$ cat config.mk
export PLATFORM = sky130hd
export DESIGN_NAME = alu_seq
export DESIGN_NICKNAME = d
export VERILOG_FILES = /design/src/rtl/alu_seq.sv
export SDC_FILE = /design/constraint.sdc
export NUM_CORES = 1
export LEC_CHECK = 0
export BUFFER_PORTS_ARGS = -buffer_cell sky130_fd_sc_hd__buf_2
export CORE_MARGIN = 2
export CORE_UTILIZATION = 40
export CTS_CLUSTER_DIAMETER = 150
export DETAILED_ROUTE_END_ITERATION = 8
export SETUP_SLACK_MARGIN = 0.4
export SYNTH_ARGS = -nofsm -noshare
export SYNTH_HDL_FRONTEND = slang
export SYNTH_SLANG_ARGS = --single-unit
$ cat constraint.sdc
create_clock -name clk -period 3.5 [get_ports clk]
set_input_delay 0.35 -clock clk [delete_from_list [all_inputs] [get_ports clk]]
set_output_delay 0.35 -clock clk [all_outputs]
set_load 0.02 [all_outputs]
$ cat src/rtl/alu_seq.sv
// Registered ALU with single-cycle logic/arith ops and an iterative shift-add multiplier.
// A start/busy/done handshake fronts the datapath; result and NZCV flags update with done.
module alu_seq #(
   parameter int WIDTH = 8
) (
   input  logic             clk,
   input  logic             reset,
   input  logic             start,
   input  logic [2:0]       op,
   input  logic [WIDTH-1:0] operand1,
   input  logic [WIDTH-1:0] operand2,
   output logic             busy,
   output logic             done,
   output logic [WIDTH-1:0] result,
   output logic [3:0]       flags
);

   localparam int SHW = $clog2(WIDTH);
   localparam int CW  = $clog2(WIDTH + 1);

   localparam logic [2:0] OP_ADD = 3'b000;
   localparam logic [2:0] OP_SUB = 3'b001;
   localparam logic [2:0] OP_AND = 3'b010;
   localparam logic [2:0] OP_OR  = 3'b011;
   localparam logic [2:0] OP_XOR = 3'b100;
   localparam logic [2:0] OP_SHL = 3'b101;
   localparam logic [2:0] OP_SHR = 3'b110;
   localparam logic [2:0] OP_MUL = 3'b111;

   typedef enum logic [1:0] {IDLE, EXEC, MUL, DONE} state_t;

   state_t             state, state_nxt;
   logic [2:0]         op_q;
   logic [WIDTH-1:0]   a_q, b_q;
   logic [2*WIDTH-1:0] acc;
   logic [CW-1:0]      cnt;

   logic [WIDTH-1:0]   res_c;
   logic               c_c, v_c;
   logic [WIDTH:0]     sum, diff, shl_w, shr_w;
   logic [SHW-1:0]     amt;
   logic               big;
   logic [WIDTH-1:0]   mcand_sh;
   logic [2*WIDTH-1:0] partial;
   logic               mul_last;

   assign mul_last = (cnt == CW'(WIDTH));
   assign busy     = (state == EXEC) || (state == MUL);

   always_ff @(posedge clk or negedge reset) begin
      if (!reset) state <= IDLE;
      else        state <= state_nxt;
   end

   always_comb begin
      state_nxt = state;
      case (state)
         IDLE: if (start) state_nxt = (op == OP_MUL) ? MUL : EXEC;
         EXEC: state_nxt = DONE;
         MUL:  if (mul_last) state_nxt = DONE;
         DONE: state_nxt = IDLE;
         default: state_nxt = IDLE;
      endcase
   end

   // Operands stay latched through DONE, so the ALU is evaluated there and
   // result/flags land on the same edge that raises done.
   always_comb begin
      sum   = {1'b0, a_q} + {1'b0, b_q};
      diff  = {1'b0, a_q} - {1'b0, b_q};
      amt   = b_q[SHW-1:0];
      big   = (b_q >= WIDTH'(WIDTH));
      shl_w = {1'b0, a_q} << amt;
      shr_w = {a_q, 1'b0} >> amt;
      res_c = '0;
      c_c   = 1'b0;
      v_c   = 1'b0;
      case (op_q)
         OP_ADD: begin
            res_c = sum[WIDTH-1:0];
            c_c   = sum[WIDTH];
            v_c   = (a_q[WIDTH-1] == b_q[WIDTH-1]) && (res_c[WIDTH-1] != a_q[WIDTH-1]);
         end
         OP_SUB: begin
            res_c = diff[WIDTH-1:0];
            c_c   = diff[WIDTH];
            v_c   = (a_q[WIDTH-1] != b_q[WIDTH-1]) && (res_c[WIDTH-1] != a_q[WIDTH-1]);
         end
         OP_AND: res_c = a_q & b_q;
         OP_OR:  res_c = a_q | b_q;
         OP_XOR: res_c = a_q ^ b_q;
         OP_SHL: if (!big) begin
            res_c = shl_w[WIDTH-1:0];
            c_c   = shl_w[WIDTH];
         end
         OP_SHR: if (!big) begin
            res_c = shr_w[WIDTH:1];
            c_c   = shr_w[0];
         end
         OP_MUL: begin
            res_c = acc[WIDTH-1:0];
            c_c   = |acc[2*WIDTH-1:WIDTH];
            v_c   = c_c;
         end
         default: ;
      endcase
   end

   always_comb begin
      mcand_sh = a_q >> cnt;
      partial  = {{WIDTH{1'b0}}, b_q} << cnt;
   end

   always_ff @(posedge clk or negedge reset) begin
      if (!reset) begin
         op_q   <= '0;
         a_q    <= '0;
         b_q    <= '0;
         acc    <= '0;
         cnt    <= '0;
         result <= '0;
         flags  <= 4'b0100;
         done   <= 1'b0;
      end else begin
         done <= 1'b0;
         case (state)
            IDLE: if (start) begin
               op_q <= op;
               a_q  <= operand1;
               b_q  <= operand2;
               acc  <= '0;
               cnt  <= '0;
            end
            MUL: if (!mul_last) begin
               if (mcand_sh[0]) acc <= acc + partial;
               cnt <= cnt + 1'b1;
            end
            DONE: begin
               result <= res_c;
               flags  <= {res_c[WIDTH-1], (res_c == '0), c_c, v_c};
               done   <= 1'b1;
            end
            default: ;
         endcase
      end
   end

endmodule

==> metrics.txt <==
Post-synth EDFFs 0; DRC errors left 0; FF-to-FF End acc[15]; syn_area_per_cell 8.61 um2; Reg2Reg Depth 14; DR pass1 iterations 5; max-slew violations 0; largest family of logic cells by synthesized area compound AO/OA/AOI/OAI gates; Synth-to-Final Area Change 13.8%; critical path required time 3.70 ns; Clock Latency Late Sink 0.31 ns; Synth Instances 603; vias in the first global route 4519; Clock Skew 0.00857 ns; Post-Synth XOR/XNOR Area 2.70%; Async S/R FF share, synth 100%; FILL cells 1245; Post-Synthesis Cell Area 5190 um2; Ant. Diodes 0; Seq/Total Area, Yosys 25.6%; io pins 36; status completed; die footprint 13900 um2; FF+latch count, synth 53; H-Tree Level Count 2; layout cells sized above 1 22.7%; complex-gate fraction of the synthesized area 23.8%; Max clock buf depth 2; Final setup violation count 0; commonest non-fill, non-tap cells in the layout nand2_1 (57), dfrtp_1 (50), o21ai_0 (45); Starting Density 41.0%; Row Count 41; Tcrit/Tclk final 86.0%; Post-DRT Antenna Nets 0; Worst R2R Start cnt[0]; area of the core 12700 um2; syn_nets 674; cts-stage hold buffer count 0; Die X 118 um; hpwl dp 11300 um; setup TNS 0 ns; Die H 118 um; met1 wire length 6730 um; routability cong. 0.932; minimum hold slack 0.126 ns; global-route wire length before repair 24100 um; commonest non-fill, non-tap cell in the layout nand2_1; CTS tree built; DR vias/cell 5.96; setup repair after global routing missed its margin true; Synth Area in Adders 12.2%; Most used DFF post-synth dfrtp_1; fraction of synthesized area in multiplexers 12.4%; initial antenna violation count 0; synth top area cells dfrtp_1 (25%), ha_1 (11%), mux2_2 (5.9%); DR WL/cell 18.3 um; CTS Buf Count 5; crit path capture type flop; Nets 713; fin crit period 3.01 ns; Synth area leader dfrtp_1; wire length on met3 1010 um; simple-gate share of the synthesized area 16.7%; met2 wire len 6880 um; input/output buffers 35; Worst EP arrival 3.21 ns; GRT Total Usage 21.7%; top cell type's share of synthesized area 25.1%; Synth warnings 0; GRT overflow 0; clk slew on worst S/H paths 0.07 ns; Top Metal Used met4; CP startpoint kind flop; Worst Tran Pin Value 0.984 ns; critical path class flop to flop; Crit Path Max Fanout 18; Fin. Hold Viols 0; f_max 0.332 GHz; routed vias 4860; largest net degree at the start of global routing 33; CTS Root Cell clkbuf_16; First DRT Iteration DRCs 490; clock sink total 53; flop2flop setup slack 0.49 ns; max_slew headroom 34.3%; Yosys cell types 75; Max-Cap Viols 0; WL final 14900 um; HP Class input port to asynchronous set/reset pin
[final cells by class]
cell class	count	area, um2	share of cell area [%]
Clock buffer	6	129	2.18
Inverter	44	169	2.86
Tap cell	172	215	3.64
Multi-Input combinational cell	473	3640	61.6
Clock inverter	2	15.0	0.254
Timing Repair Buffer	65	409	6.92
Sequential cell	53	1330	22.5
[how the worst max path moves through the flow]
stage	slack, ns	cells past startpoint	from	endpoint
after CTS	0.41	12	cnt[1]	acc[14]
final	0.49	14	cnt[0]	acc[15]
after floorplan	0.44	16	b_q[1]	acc[15]
after detailed placement	0.27	12	cnt[1]	acc[15]
after global placement	0.38	12	cnt[1]	acc[15]
after global routing	0.33	14	cnt[1]	acc[13]
[sequential cells by signal (all words and copies together), names as in the netlist]
signal  count
acc        16
result      8
a_q         8
flags       3
b_q         8
op_q        3
done        1
state       2
cnt         4
[worst max-delay path, stage by stage (launching register included)]
cell and delay (ns):
dfrtp_1 0.40, buf_6 0.21, mux2i_2 0.29, nor2_2 0.06
nand2_1 0.06, o21ai_0 0.10, and2_1 0.18, ha_1 0.30
o21a_1 0.13, o21a_1 0.18, a31oi_4 0.14, a211oi_4 0.32
o31ai_2 0.11, a31o_2 0.24, a22o_1 0.17
[cells by family after synthesis]
| logic type | count (synthesis) |
|---|---|
| AOI/OAI and AO/OA | 181 |
| xor gates and xnor gates | 16 |
| adders and majority gates | 49 |
| buffers and inverters | 77 |
| DFF | 53 |
| muxes | 48 |
| and+or+nand+nor | 179 |
[cell usage after synthesis (13+ instances only)]
cell,number
ha_1,46
dfrtp_1,52
mux2_2,27
a31oi_1,13
inv_1,41
a21oi_1,28
nand3_1,13
nor2_1,43
nor3_1,13
nand2_1,57
o21ai_0,52
buf_2,13
clkbuf_1,13
[metal layers]
metal | global-route usage (%) | vias up
met4 | 6.17 | 0
met1 | 29.8 | 2371
li1 | - | 2279
met2 | 33.8 | 183
met3 | 5.18 | 27
met5 | 0 | -
[what timing repair did]
item / in CTS / in global routing
buffers inserted: 0 / 9
resized for setup: 3 / 31
pin swaps: 1 / 8
setup endpoints to repair: 4 / 10
[per-stage QoR]
stage	setup slack [ns]	instances	instance area, um2	utilization [%]
floorplan	0.436	603	5200	-
global placement	0.377	798	5570	44.0
detailed placement	0.273	798	5570	44.0
CTS	0.405	806	5730	45.2
global route	0.330	815	5910	46.6
finish	0.489	815	5910	46.6
Power is not shown: default switching activity piles up to over one toggle a cycle in this logic, so the estimate is an artifact.
